$ cat src/rtl/tbu_frame_if.sv
// rtl/tbu_frame_if.sv - Column input stream and decoded-frame output bundle for tbu_frame.
interface tbu_frame_if #(
  parameter int K  = 3,
  parameter int TB = 16,
  parameter int LW = $clog2(TB + 1)
);
  localparam int NS = 1 << (K - 1);

  logic              in_valid;
  logic              in_ready;
  logic              in_last;
  logic [NS*K-1:0]   path_in;
  logic [NS*8-1:0]   dis_in;
  logic              out_valid;
  logic [TB-1:0]     out_bits;
  logic [LW-1:0]     out_len;

  modport slave (
    input  in_valid, in_last, path_in, dis_in,
    output in_ready, out_valid, out_bits, out_len
  );

  modport master (
    output in_valid, in_last, path_in, dis_in,
    input  in_ready, out_valid, out_bits, out_len
  );
endinterface

$ cat src/rtl/tbu_frame.sv
// rtl/tbu_frame.sv - Viterbi traceback unit with ping-pong survivor banks.
module tbu_frame #(
  parameter int K  = 3,
  parameter int TB = 16,
  parameter int LW = $clog2(TB + 1)
) (
  input  logic        clk,
  input  logic        rst,
  tbu_frame_if.slave  io_bus
);
  localparam int NS = 1 << (K - 1);
  localparam int SW = K - 1;
  localparam int PW = NS * K;
  localparam int IW = (TB > 1) ? $clog2(TB) : 1;

  typedef enum logic [1:0] {S_IDLE, S_TRACE, S_DONE} state_t;

  state_t        r_state;
  state_t        w_next;
  logic          w_start;
  logic          w_finish;

  logic [PW-1:0] r_mem [2][TB];
  logic          r_wb;
  logic [IW-1:0] r_widx;
  logic [1:0]    r_full;
  logic [LW-1:0] r_len [2];
  logic [SW-1:0] r_start [2];

  logic          r_tb_bank;
  logic          r_tb_next;
  logic [SW-1:0] r_cur;
  logic [IW-1:0] r_idx;
  logic [TB-1:0] r_acc;

  logic          r_out_valid;
  logic [TB-1:0] r_out_bits;
  logic [LW-1:0] r_out_len;

  logic          w_accept;
  logic          w_close;
  logic [SW-1:0] w_min_state;
  logic [7:0]    w_min_val;
  logic [PW-1:0] w_col;
  logic [K-1:0]  w_word;
  logic [1:0]    w_full_set;
  logic [1:0]    w_full_clr;

  assign w_accept = io_bus.in_valid & ~r_full[r_wb];
  assign w_close  = w_accept & (io_bus.in_last | (r_widx == IW'(TB - 1)));

  // Strict less-than keeps the lowest state index on metric ties.
  always_comb begin
    w_min_state = '0;
    w_min_val   = io_bus.dis_in[7:0];
    for (int s = 1; s < NS; s++) begin
      if (io_bus.dis_in[8*s +: 8] < w_min_val) begin
        w_min_val   = io_bus.dis_in[8*s +: 8];
        w_min_state = SW'(s);
      end
    end
  end

  assign w_col  = r_mem[r_tb_bank][r_idx];
  assign w_word = w_col[K*r_cur +: K];

  always_comb begin
    w_next   = r_state;
    w_start  = 1'b0;
    w_finish = 1'b0;
    case (r_state)
      S_IDLE: begin
        if (r_full[r_tb_next]) begin
          w_next  = S_TRACE;
          w_start = 1'b1;
        end
      end
      S_TRACE: begin
        if (r_idx == '0) w_next = S_DONE;
      end
      S_DONE: begin
        w_next   = S_IDLE;
        w_finish = 1'b1;
      end
      default: w_next = S_IDLE;
    endcase
  end

  // Set and clear always target different banks, so both land in one cycle.
  assign w_full_set = w_close  ? (2'b01 << r_wb)      : 2'b00;
  assign w_full_clr = w_finish ? (2'b01 << r_tb_bank) : 2'b00;

  always_ff @(posedge clk) begin
    if (rst) r_state <= S_IDLE;
    else     r_state <= w_next;
  end

  always_ff @(posedge clk) begin
    if (!rst && w_accept) r_mem[r_wb][r_widx] <= io_bus.path_in;
  end

  always_ff @(posedge clk) begin
    if (rst) begin
      r_wb        <= 1'b0;
      r_widx      <= '0;
      r_full      <= 2'b00;
      r_len[0]    <= '0;
      r_len[1]    <= '0;
      r_start[0]  <= '0;
      r_start[1]  <= '0;
      r_tb_bank   <= 1'b0;
      r_tb_next   <= 1'b0;
      r_cur       <= '0;
      r_idx       <= '0;
      r_acc       <= '0;
      r_out_valid <= 1'b0;
      r_out_bits  <= '0;
      r_out_len   <= '0;
    end else begin
      r_out_valid <= 1'b0;
      r_full      <= (r_full | w_full_set) & ~w_full_clr;
      if (w_accept) begin
        if (w_close) begin
          r_len[r_wb]   <= LW'(r_widx) + LW'(1);
          r_start[r_wb] <= w_min_state;
          r_wb          <= ~r_wb;
          r_widx        <= '0;
        end else begin
          r_widx <= r_widx + IW'(1);
        end
      end
      if (w_start) begin
        r_tb_bank <= r_tb_next;
        r_tb_next <= ~r_tb_next;
        r_cur     <= r_start[r_tb_next];
        r_idx     <= IW'(r_len[r_tb_next] - LW'(1));
        r_acc     <= '0;
      end
      if (r_state == S_TRACE) begin
        r_acc[r_idx] <= w_word[K-1];
        r_cur        <= w_word[K-2:0];
        if (r_idx != '0) r_idx <= r_idx - IW'(1);
      end
      if (w_finish) begin
        r_out_valid <= 1'b1;
        r_out_bits  <= r_acc;
        r_out_len   <= r_len[r_tb_bank];
      end
    end
  end

  assign io_bus.in_ready  = ~r_full[r_wb];
  assign io_bus.out_valid = r_out_valid;
  assign io_bus.out_bits  = r_out_bits;
  assign io_bus.out_len   = r_out_len;
endmodule

$ cat src/flat_wrapper.sv
// flat-port wrapper written by rule: the top's interface ports become plain ports
module tbu_frame_flat 
#(
  parameter int K  = 3,
  parameter int TB = 16,
  parameter int LW = $clog2(TB + 1)
)
  (clk, rst, io_bus_in_valid, io_bus_in_last, io_bus_path_in, io_bus_dis_in, io_bus_in_ready, io_bus_out_valid, io_bus_out_bits, io_bus_out_len);
  tbu_frame_if #(.K(K), .TB(TB), .LW(LW)) io_bus_i ();
  input  logic clk;
  input  logic rst;
  input wire logic [$bits(io_bus_i.in_valid)-1:0] io_bus_in_valid;
  input wire logic [$bits(io_bus_i.in_last)-1:0] io_bus_in_last;
  input wire logic [$bits(io_bus_i.path_in)-1:0] io_bus_path_in;
  input wire logic [$bits(io_bus_i.dis_in)-1:0] io_bus_dis_in;
  output wire logic [$bits(io_bus_i.in_ready)-1:0] io_bus_in_ready;
  output wire logic [$bits(io_bus_i.out_valid)-1:0] io_bus_out_valid;
  output wire logic [$bits(io_bus_i.out_bits)-1:0] io_bus_out_bits;
  output wire logic [$bits(io_bus_i.out_len)-1:0] io_bus_out_len;
  assign io_bus_i.in_valid = io_bus_in_valid;
  assign io_bus_i.in_last = io_bus_in_last;
  assign io_bus_i.path_in = io_bus_path_in;
  assign io_bus_i.dis_in = io_bus_dis_in;
  assign io_bus_in_ready = io_bus_i.in_ready;
  assign io_bus_out_valid = io_bus_i.out_valid;
  assign io_bus_out_bits = io_bus_i.out_bits;
  assign io_bus_out_len = io_bus_i.out_len;
  tbu_frame #(.K(K), .TB(TB), .LW(LW)) u_core (.clk(clk), .rst(rst), .io_bus(io_bus_i));
endmodule
$ cat config.mk
export PLATFORM = sky130hd
export DESIGN_NAME = tbu_frame_flat
export DESIGN_NICKNAME = d
export VERILOG_FILES = /design/src/rtl/tbu_frame_if.sv /design/src/rtl/tbu_frame.sv /design/src/flat_wrapper.sv
export SDC_FILE = /design/constraint.sdc
export NUM_CORES = 1
export LEC_CHECK = 0
export CAP_MARGIN = 20
export CORE_MARGIN = 5
export CORE_UTILIZATION = 35
export DETAILED_ROUTE_END_ITERATION = 10
export SYNTH_ARGS = -nofsm -noshare
export SYNTH_HDL_FRONTEND = slang
export SYNTH_SLANG_ARGS = --single-unit
$ cat constraint.sdc
create_clock -name clk -period 5.8 [get_ports clk]
set_input_delay 1.16 -clock clk [delete_from_list [all_inputs] [get_ports clk]]
set_output_delay 1.16 -clock clk [all_outputs]
set_load 0.01 [all_outputs]
======== After elaboration in Yosys (flattened, before gate mapping) ========
Memory sizes are Yosys's and may differ from the RTL's. A register that Yosys moved wholly into a read port is not among the register bits.
Index checks and enable logic that the tools add are counted.
operators by class
  add/sub/neg operators ................... 4
  $mul .................................... 1
  divide/modulo/power cells ............... 0
  $lt $le $gt $ge ......................... 10
  eq/ne operators ......................... 5
  shift-type cells ........................ 3
  muxes and demuxes ....................... 55
  bitwise gates (word level) .............. 11
  reductions and logical operators ........ 12
operator list
  kind                 number
  $mux 192             1
  $bmux 12 s4          1
  $demux 12 s4         1
  $mux 16              3
  $mux 12              3
  $mux 1               27
  $lt 8x8->1           3
  $mux 2               9
  $bwmux 16            1
  $mux 4               4
  $mux 8               2
  $shiftx 12x5->3      1
  $ge 5x5->1 const B   2
  $not 4->5            2
  $sub 4x1->4 const B  2
  $add 4x1->5 const B  1
  $lt 4x5->1 const B   1
  $lt 5x1->1 const B   1
  $mux 5               1
  $reduce_or 5->1      1
  $add 4x1->4 const B  1
  $demux 1 s4          1
  $eq 4x4->1 const B   1
  $ge 4x1->1 const B   1
  other kinds (21)     30
storage, ports and cells
  register bits after elaboration ......... 50
  bits in latches ......................... 0
  RAM bits ................................ 398
  memory bits (read-only) ................. 0
  input port bits ......................... 48
  output and inout port bits .............. 23
  logic and storage cells ................. 115
  memories kept ........................... 3
memories
  memory          words  width  read ports  clocked after Yosys merged registers in  write ports  line             RTL
  u_core.r_mem    2      192    1           1                                        1            tbu_frame.sv:23  logic [PW-1:0] r_mem [2][TB];
  u_core.r_len    2      5      2           2                                        2            tbu_frame.sv:27  logic [LW-1:0] r_len [2];
  u_core.r_start  2      2      1           1                                        2            tbu_frame.sv:28  logic [SW-1:0] r_start [2];

======== Depth between registers and ports, before layout ========
Gate-level depths: netlist (run 1).
  depth in word-level cells ............... 11
  depth in mapped cells ................... 23
  depth with buffers taken out ............ 21

======== Worst setup path after synthesis (run 1) ========
No wires, ideal clock.
  path kind ............................... input to register
  from .................................... input port io_bus_dis_in[1]
  to ...................................... memory u_core.r_start[1][0] (netlist name) (data pin)
  library setup time ...................... 147 ps
  arrival time ............................ 5,874 ps
  required time ........................... 5,653 ps
  slack ................................... -221 ps
  stages on the path ...................... 22
  buffers on the path ..................... 2
  cells stage by stage .................... inv_1 -> ha_1 -> a2111o_1 -> a211oi_1 -> clkbuf_1 -> nor2_1 -> a21oi_1 -> ha_1 -> a21o_1 -> a21o_1 -> a2111oi_0 -> o31ai_1 -> and2_1 -> buf_2 -> mux2_2 -> ha_1 -> a21o_1 -> a21o_1 -> a211oi_1 -> nand2_1 -> o31a_1 -> a21oi_1
RTL lines
  what                line                RTL
  start: declaration  flat_wrapper.sv:15  input wire logic [$bits(io_bus_i.dis_in)-1:0] io_bus_dis_in;
  end: declaration    tbu_frame.sv:28

==> impl_metrics.json, run 1 <==
{
  "wl_per_cell_microns": 21.8,
  "p_leak_nw": 7.17,
  "grt-ovfl-total": 0,
  "drt_iter0_drc": 828,
  "clk_pin_slew_ps": 60,
  "slowest_delay_ps": 470,
  "dp.cells": 1846,
  "p_per_area_nw_per_um2": 321,
  "die_w_microns": 241,
  "max_clock_freq_mhz": 177,
  "path_common_cell": "a21o_1",
  "grt_pass1_wl_mm": 63.7,
  "holdCritStartpoint": "u_core.io_bus.out_bits[9]",
  "tns_ps": 0,
  "die_area_sq_um": 57900,
  "slowest_stage": "a2111o_1",
  "num_rows": 84,
  "final_util": 0.421,
  "start_util": 0.353,
  "cts_root_buf": "clkbuf_16",
  "cp.required_ps": 6200,
  "total_power_w": 0.00712,
  "syn_area_per_cell_sq_um": 17.5,
  "cts_hold_buf": 0,
  "grt_pass1_vias": 10330,
  "dr.pass1.iters": 5,
  "seq_power_share": 0.512,
  "status": "finished clean",
  "port_buffers": 70,
  "vias": 10158,
  "arrival_ps": 6050,
  "drive_gt1_frac": 0.211,
  "wl_mm": 42.3,
  "seq_area_frac_synth": 0.704,
  "worstSkewPairLatency_ps": 570,
  "synth_edf_count": 398,
  "track_usage": 0.145,
  "worst_setup_path_start_kind": "input port",
  "path_class": "in2reg",
  "ys_ff_latch": 455,
  "finClkSkew_ps": 20.3,
  "syn_area_sq_um": 18600,
  "ir_drop_v": 0.000238,
  "clkPwrFrac": 0.397,
  "hold_class": "reg2reg",
  "worst_pin_slew_ps": 1160,
  "layout.nets": 1298,
  "core_area_sq_um": 52700,
  "ys_async_sr_fraction": 0,
  "rrSetupSlack_ps": 1860,
  "cp_num_buf_inv": 3,
  "synthCells": 1066,
  "cp-startpoint": "io_bus_dis_in[1]",
  "clock_sinks": 455,
  "post-route-period-util": 0.974,
  "clk_path_buf_depth": 3,
  "combinationalPowerShare": 0.091,
  "finalMaxSlewViolations": 0,
  "final_cells": 1944,
  "area_growth_syn_to_layout_pct": 19.1,
  "crit_fanout": 4,
  "die_y_microns": 241,
  "finalHoldViolations": 0,
  "gp_congestion": 0.856,
  "synthFlopType": "edfxtp_1",
  "syn_nets": 1144,
  "antenna_found_initial": 0,
  "relSlewSlack": 0.226,
  "internal_power_w": 0.00551,
  "route.detailed.vias_per_inst": 5.23,
  "drc": 0,
  "ant_nets": 0,
  "hold_ws_ps": 455,
  "cap_violations": 0,
  "min_period_ps": 5650,
  "end_kind": "flip-flop",
  "cp_top_family": "compound AO/OA/AOI/OAI gates",
  "power.switching_fraction": 0.226,
  "antenna_cells": 0,
  "cts_buffers": 45,
  "synth_cell_type_count": 57,
  "io_pins": 71,
  "tritoncts": "built",
  "grt_max_degree": 59,
  "post-dp-hpwl_mm": 26.5,
  "yosys_warnings": 0,
  "p_sw_w": 0.00161,
  "htreeDepth": 2,
  "crit_chain": "clkdlybuf4s50_1, inv_1, ha_1, a2111o_1, a211oi_4, nor2_1, a21oi_2, ha_1, a21o_1, a21o_1, a2111oi_4, o31ai_2, and2_4, mux2_2, ha_1, a21o_1, a21o_1, a211oi_2, buf_4, nand2_1, o31a_1, a21oi_1",
  "setup_viol": 0
}
==> kinds of logic (layout without fill, tap and decap cells) <==
family | after synthesis | after routing | synth area share
xor gates and xnor gates | 5 | 5 | 0.00235
AOI/OAI and AO/OA | 152 | 152 | 0.0580
muxes | 125 | 125 | 0.139
DFF | 455 | 455 | 0.704
and+or+nand+nor | 221 | 221 | 0.0538
adders and majority gates | 30 | 30 | 0.0202
buffers and inverters | 78 | 268 | 0.0229
==> layout make-up <==
class / count / area, sq um
Inverter: 22 / 82.6
Tap cell: 688 / 861
Clock buffer: 66 / 1280
Timing Repair Buffer: 163 / 1510
Fill cell: 4599 / 30500
Multi-Input combinational cell: 533 / 5160
Clock inverter: 17 / 159
Sequential cell: 455 / 13100
==> path summary, 6_finish.rpt <==
| kind | end | depth (start not counted) |
|---|---|---|
| max reg2reg | u_core.r_acc[15] | 7 |
| min reg2reg | u_core.io_bus.out_bits[9] | 2 |
| max | u_core.r_start[0][0] | 22 |
| min | u_core.io_bus.out_bits[9] | 2 |
==> registers in the layout, summed over array words and instances (netlist names), 2 cells and up, named ones only <==
name                    cells
u_core.io_bus.out_len       5
u_core.r_widx               4
u_core.r_idx                4
u_core.io_bus.out_bits     16
u_core.r_start              4
u_core.r_mem              384
u_core.r_state              2
u_core.r_acc               16
u_core.r_cur                2
u_core.r_full               2
u_core.r_len               10
==> power groups by stage <==
stage	clock network [W]	logic [W]	registers [W]
3_3_place_gp	0	0.000606	0.00372
4_1_cts	0.00290	0.000618	0.00365
5_1_grt	0.00304	0.000703	0.00365
2_1_floorplan	0	0.000389	0.00367
3_5_place_dp	0	0.000615	0.00372
6_report	0.00282	0.000649	0.00365
==> cell usage after synthesis, types with 4 or more instances <==
master | n | area [sq um]
edfxtp_1 | 398 | 12000
nor2_1 | 88 | 330
mux4_2 | 64 | 1440
dfxtp_1 | 57 | 1140
nand2_1 | 48 | 180
a21oi_1 | 42 | 210
nand3_1 | 42 | 210
mux4_1 | 32 | 841
clkbuf_1 | 30 | 113
ha_1 | 30 | 375
inv_1 | 21 | 78.8
mux2i_1 | 17 | 170
a22oi_1 | 16 | 120
a221oi_1 | 13 | 114
a22o_1 | 12 | 105
mux2_2 | 12 | 135
a211oi_1 | 11 | 82.6
o21ai_0 | 11 | 55.1
o21ai_2 | 10 | 87.6
buf_1 | 7 | 26.3
buf_2 | 6 | 30.0
nand2b_1 | 6 | 37.5
nor2b_1 | 6 | 37.5
a21o_1 | 5 | 37.5
and2_1 | 5 | 31.3
buf_12 | 5 | 100
nand4_1 | 5 | 31.3
o211ai_1 | 5 | 37.5
o31ai_1 | 5 | 37.5
buf_4 | 4 | 30.0
buf_6 | 4 | 45.0
nor3_1 | 4 | 20.0
==> through the flow <==
| stage | instance area (sq um) | setup slack (ps) |
|---|---|---|
| after floorplan | 18600 | 9.66 |
| after global placement | 20400 | -400 |
| after detailed placement | 20400 | -522 |
| after CTS | 21900 | 61.4 |
| after global routing | 22200 | -60.6 |
| final | 22200 | 150 |
==> cell usage in the layout (no fill, tap or decap), types with 6 or more instances in the layout <==
| cell type | netlist | layout |
|---|---|---|
| edfxtp_1 | 398 | 398 |
| nand2_1 | 48 | 48 |
| clkinv_1 | 0 | 7 |
| clkbuf_1 | 30 | 14 |
| ha_1 | 30 | 30 |
| nor2_1 | 88 | 88 |
| a211oi_1 | 11 | 8 |
| buf_4 | 4 | 83 |
| mux4_1 | 32 | 32 |
| nand2b_1 | 6 | 6 |
| nand3_1 | 42 | 42 |
| a21oi_1 | 42 | 39 |
| mux2_2 | 12 | 12 |
| o21ai_2 | 10 | 10 |
| a22oi_1 | 16 | 16 |
| clkdlybuf4s50_1 | 0 | 69 |
| dfxtp_1 | 57 | 55 |
| a221oi_1 | 13 | 13 |
| inv_1 | 21 | 21 |
| mux2i_1 | 17 | 17 |
| clkbuf_16 | 0 | 47 |
| mux4_2 | 64 | 64 |
| a22o_1 | 12 | 12 |
| o21ai_0 | 11 | 11 |
==> routing by layer <==
metal | up-vias | part of all wire | GRT usage
met5 | - | 0 | 0
met4 | 0 | 0.021 | 0.0349
met3 | 54 | 0.064 | 0.0273
met2 | 287 | 0.48 | 0.236
met1 | 5197 | 0.44 | 0.204
li1 | 4620 | - | -
==> tightest hold or removal path, delay by kind of cell (launching register included) <==
family          cells  cell delay, ps
flops               1             310
simple gates        1              50
compound gates      1              50
==> what timing repair did <==
item | in CTS | in global routing
setup buffers | 0 | 6
resized for setup | 0 | 13
endpoints found under the setup margin | 0 | 4
endpoints found under the hold margin | 0 | 0
Note: power is estimated with default switching activity, not from simulation.
==> run 2: changes to the inputs <==
Settings changed: CTS_CLUSTER_SIZE set to 20, SETUP_SLACK_MARGIN set to 0.05.
==> impl_metrics.json, run 2 (synthesized netlist as in run 1, its figures left out) <==
{
  "path_common_cell": "buf_4",
  "cap_violations": 0,
  "end_kind": "flip-flop",
  "p_per_area_nw_per_um2": 324,
  "num_rows": 84,
  "cp_top_family": "buffers and inverters",
  "finalHoldViolations": 0,
  "total_power_w": 0.00720,
  "grt_pass1_wl_mm": 65.1,
  "die_area_sq_um": 57900,
  "worstSkewPairLatency_ps": 560,
  "slowest_delay_ps": 460,
  "final_common_cell": "edfxtp_1",
  "port_buffers": 70,
  "grt_pass1_vias": 10470,
  "largest_reg_flops": 384,
  "route.detailed.vias_per_inst": 5.24,
  "area_growth_syn_to_layout_pct": 19.6,
  "gp_congestion": 0.827,
  "htreeDepth": 2,
  "clock_sinks": 455,
  "cts_hold_buf": 0,
  "drc": 0,
  "tritoncts": "built",
  "cp_num_buf_inv": 17,
  "core_area_sq_um": 52700,
  "dr.pass1.iters": 5,
  "top_register": "u_core.r_mem",
  "layout_common_cells": "398 x edfxtp_1, 90 x buf_4, 85 x nor2_1",
  "die_w_microns": 241,
  "cts_buffers": 46,
  "wl_mm": 43.1,
  "post-route-period-util": 0.971,
  "finClkSkew_ps": 17.9,
  "clk_pin_slew_ps": 60,
  "drt_iter0_drc": 888,
  "grt-ovfl-total": 0,
  "cp.required_ps": 6080,
  "track_usage": 0.148,
  "antenna_found_initial": 1,
  "setup_viol": 0,
  "min_period_ps": 5630,
  "slowest_stage": "clkdlybuf4s50_1",
  "arrival_ps": 5910,
  "vias": 10216,
  "antenna_cells": 0,
  "finalMaxSlewViolations": 0,
  "layout.nets": 1304,
  "ir_drop_v": 0.000217,
  "drive_gt1_frac": 0.223,
  "wl_per_cell_microns": 22.1,
  "hold_class": "reg2reg",
  "worst_setup_path_start_kind": "input port",
  "hold_ws_ps": 458,
  "crit_fanout": 5,
  "post-dp-hpwl_mm": 27.1,
  "path_class": "in2reg",
  "cts_root_buf": "clkbuf_16",
  "p_leak_nw": 7.19,
  "status": "finished clean",
  "worst_pin_slew_ps": 1190,
  "clk_path_buf_depth": 3,
  "max_clock_freq_mhz": 178,
  "grt_max_degree": 57,
  "ant_nets": 0,
  "io_pins": 71,
  "relSlewSlack": 0.203,
  "start_util": 0.353,
  "die_y_microns": 241
}
## run 2: cell count changes in the layout (fill, tap and decap cells not counted), moves of 2 or more
cell | previous run | this run
a21oi_1 | 39 | 37
a21oi_2 | 3 | 5
buf_4 | 83 | 90
clkbuf_1 | 14 | 11
clkbuf_8 | 5 | 3
clkinv_1 | 7 | 4
clkinv_2 | 5 | 7
clkinvlp_4 | 0 | 4
nor2_1 | 88 | 85
nor2_2 | 0 | 3
nor3b_1 | 0 | 2
nor3b_2 | 2 | 0
o21ai_0 | 11 | 9
o21ai_1 | 0 | 2
## run 2: per-layer routing
metal,routed length [microns],vias to the layer above,global-route usage
met2,20600,325,0.240
met1,19100,5220,0.212
met4,695,0,0.0289
li1,-,4620,-
met5,0,-,0
met3,2730,51,0.0282
## run 2: cell type report
cell class	instances	area (sq um)
multi-input cells	533	5190
fillers	4640	30400
flip-flops and latches	455	13100
clock buffers	61	1260
inverters	22	82.6
well taps	688	861
clock inverters	22	223
repair buffers	168	1530
## run 2: timing repair
item / 4_1_cts / 5_1_grt
gates cloned: 0 / 0
resized for setup: 7 / 14
pin swaps: 3 / 8
endpoints found under the setup margin: 2 / 4
buffers inserted: 13 / 3
## run 2: per-stage QoR
stage	cell area [sq um]	setup WS, ps	setup TNS (ps)	util	cells
detailed placement	20500	-564	-2070	0.389	1845
floorplan	18600	81.4	0	-	1066
global route	22200	-6.75	-6.75	0.422	1949
finish	22200	168	0	0.422	1949
CTS	22100	81.1	0	0.419	1941
global placement	20400	-376	-1310	0.388	1842
## run 2: path summary, 6_finish.rpt
path / start / slack (ps) / to / cells after the start
max: io_bus_dis_in[1] / 170 / u_core.r_start[1][0] / 28
min: u_core.r_acc[7] / 460 / u_core.io_bus.out_bits[7] / 2
max reg2reg: flip-flop / 1950 / u_core.r_acc[4] / 7
min reg2reg: u_core.r_acc[7] / 460 / u_core.io_bus.out_bits[7] / 2
## run 2: power breakdown
part | internal, W | switching, W
clock | 0.00167 | 0.00123
combinational | 0.000296 | 0.000363
sequential | 0.00358 | 0.0000590
## run 2: worst min-delay path, cell delays in order (launching register included)
cell and delay [ps]:
dfxtp_1 310, nand2_1 50, a21oi_1 50
==> run 3: changes to the inputs <==
Settings changed: CAP_MARGIN 20 to 0.
==> impl_metrics.json, run 3 (synthesized netlist as in run 1, its figures left out) <==
{
  "worst_setup_path_start_kind": "input port",
  "die_y_microns": 241,
  "setup_viol": 0,
  "ir_drop_v": 0.000185,
  "layout_common_cells": "398 x edfxtp_1, 86 x nor2_1, 75 x buf_4",
  "min_period_ps": 5610,
  "drt_iter0_drc": 797,
  "ant_nets": 0,
  "wl_per_cell_microns": 22.2,
  "layout.nets": 1281,
  "slowest_delay_ps": 480,
  "grt-ovfl-total": 0,
  "rsz0062_at_grt": "false",
  "wl_met1_mm": 19.1,
  "track_usage": 0.145,
  "slowest_stage": "a2111o_1",
  "p_leak_nw": 6.97,
  "cap_violations": 0,
  "arrival_ps": 5890,
  "dr.pass1.iters": 5,
  "port_buffers": 70,
  "finalHoldViolations": 0,
  "clk_pin_slew_ps": 60,
  "vias": 10100,
  "rrSetupSlack_ps": 1930,
  "relSlewSlack": 0.141,
  "max_clock_freq_mhz": 178,
  "min_path_cells": 2,
  "reg2reg_depth": 6,
  "clk_path_buf_depth": 3,
  "tns_ps": 0,
  "fill_cells": 4688,
  "finalMaxSlewViolations": 0,
  "grt_pass1_vias": 10259,
  "worstSkewPairLatency_ps": 550,
  "status": "finished clean",
  "path_class": "in2reg",
  "wl_mm": 42.6,
  "area_growth_syn_to_layout_pct": 17.4,
  "route.detailed.vias_per_inst": 5.26,
  "finClkSkew_ps": 18.1,
  "p_per_area_nw_per_um2": 318,
  "largest_reg_flops": 384,
  "grt_max_degree": 57,
  "clock_sinks": 455,
  "start_util": 0.353,
  "cts_root_buf": "clkbuf_16",
  "crit_chain": "clkdlybuf4s50_1, inv_1, ha_1, a2111o_1, a211oi_4, buf_6, buf_4, a21oi_2, ha_1, a21o_1, a21o_1, a2111oi_4, o31ai_2, and2_4, buf_4, mux2_2, ha_4, nand4_1, nor2_1, a211oi_4, a31o_2, nand3_1, a21oi_1",
  "route.met2.wl_mm": 20.4,
  "cts_buffers": 44,
  "htreeDepth": 2,
  "multi_input_area_sq_um": 5210,
  "grt_pass1_wl_mm": 64.2,
  "hold_ws_ps": 455,
  "num_rows": 84,
  "cp.required_ps": 6080,
  "die_w_microns": 241,
  "post-route-period-util": 0.967,
  "hold_class": "reg2reg",
  "worst_pin_slew_ps": 1280,
  "gp_congestion": 0.827,
  "drc": 0,
  "highest_layer": "met4",
  "cts_hold_buf": 0,
  "tritoncts": "built",
  "end_kind": "flip-flop",
  "final_common_cell": "edfxtp_1",
  "crit_fanout": 5,
  "antenna_cells": 0,
  "core_area_sq_um": 52700,
  "die_area_sq_um": 57900,
  "post-dp-hpwl_mm": 26.9,
  "antenna_found_initial": 1,
  "drive_gt1_frac": 0.197,
  "dr_wl_met3_mm": 2.42,
  "io_pins": 71,
  "top_register": "u_core.r_mem",
  "area.sequential_sq_um": 13100
}
==> run 3: cell types whose count changed in the layout (fill, tap and decap cells not counted), moves of 3 or more <==
cell        delta
clkinv_2       -6
clkbuf_8       -3
buf_8          -4
clkinv_1       +6
clkbuf_16      -3
clkinvlp_4     -3
buf_4         -15
==> run 3: critical path: cells and delay by family <==
family / cells / cell delay [ps]
fa+ha+maj: 3 / 860
buf+inv: 5 / 900
mux: 1 / 290
simple gates: 4 / 620
compound gates: 10 / 2060
==> run 3: area by class of cell <==
| type | count | area share |
|---|---|---|
| tap | 688 | 0.0394 |
| timing repair buffer | 147 | 0.0587 |
| clock buffer | 58 | 0.0538 |
| sequential | 455 | 0.600 |
| clock inverter | 17 | 0.00607 |
| inverter | 22 | 0.00378 |
| multi-input combinational | 533 | 0.238 |
==> run 3: worst paths after layout <==
check | to | start
worst max-delay path | u_core.r_start[0][0] | io_bus_dis_in[1]
worst min-delay path | u_core.io_bus.out_bits[7] | u_core.r_acc[7]
worst max register to register | u_core.r_acc[4] | flip-flop
worst min register to register | u_core.io_bus.out_bits[7] | u_core.r_acc[7]
==> run 3: metal layers <==
layer,track usage,vias up
li1,-,4570
met4,0.0292,0
met5,0,-
met2,0.236,263
met1,0.209,5213
met3,0.0245,54
==> run 3: what timing repair did <==
| item | 4_1_cts | 5_1_grt |
|---|---|---|
| hold endpoints to repair | 0 | 0 |
| pin swaps | 0 | 9 |
| endpoints found under the setup margin | 3 | 4 |
| buffers inserted | 0 | 3 |
| gates resized for setup | 2 | 16 |
==> run 3: through the flow <==
stage / cell area, sq um / std cells / power [W] / util / setup WS (ps)
floorplan: 18600 / 1066 / 0.00406 / - / 81.4
global placement: 20400 / 1842 / 0.00432 / 0.388 / -376
detailed placement: 20400 / 1842 / 0.00433 / 0.388 / -571
CTS: 21700 / 1917 / 0.00699 / 0.413 / 89.0
global route: 21800 / 1920 / 0.00721 / 0.415 / 27.4
finish: 21800 / 1920 / 0.00695 / 0.415 / 194
==> run 3: power breakdown <==
part	internal (W)	total, W	switching, W
Clock	0.00151	0.00267	0.00116
Combinational	0.000281	0.000639	0.000358
Sequential	0.00359	0.00365	0.0000595
Total	0.00537	0.00695	0.00158
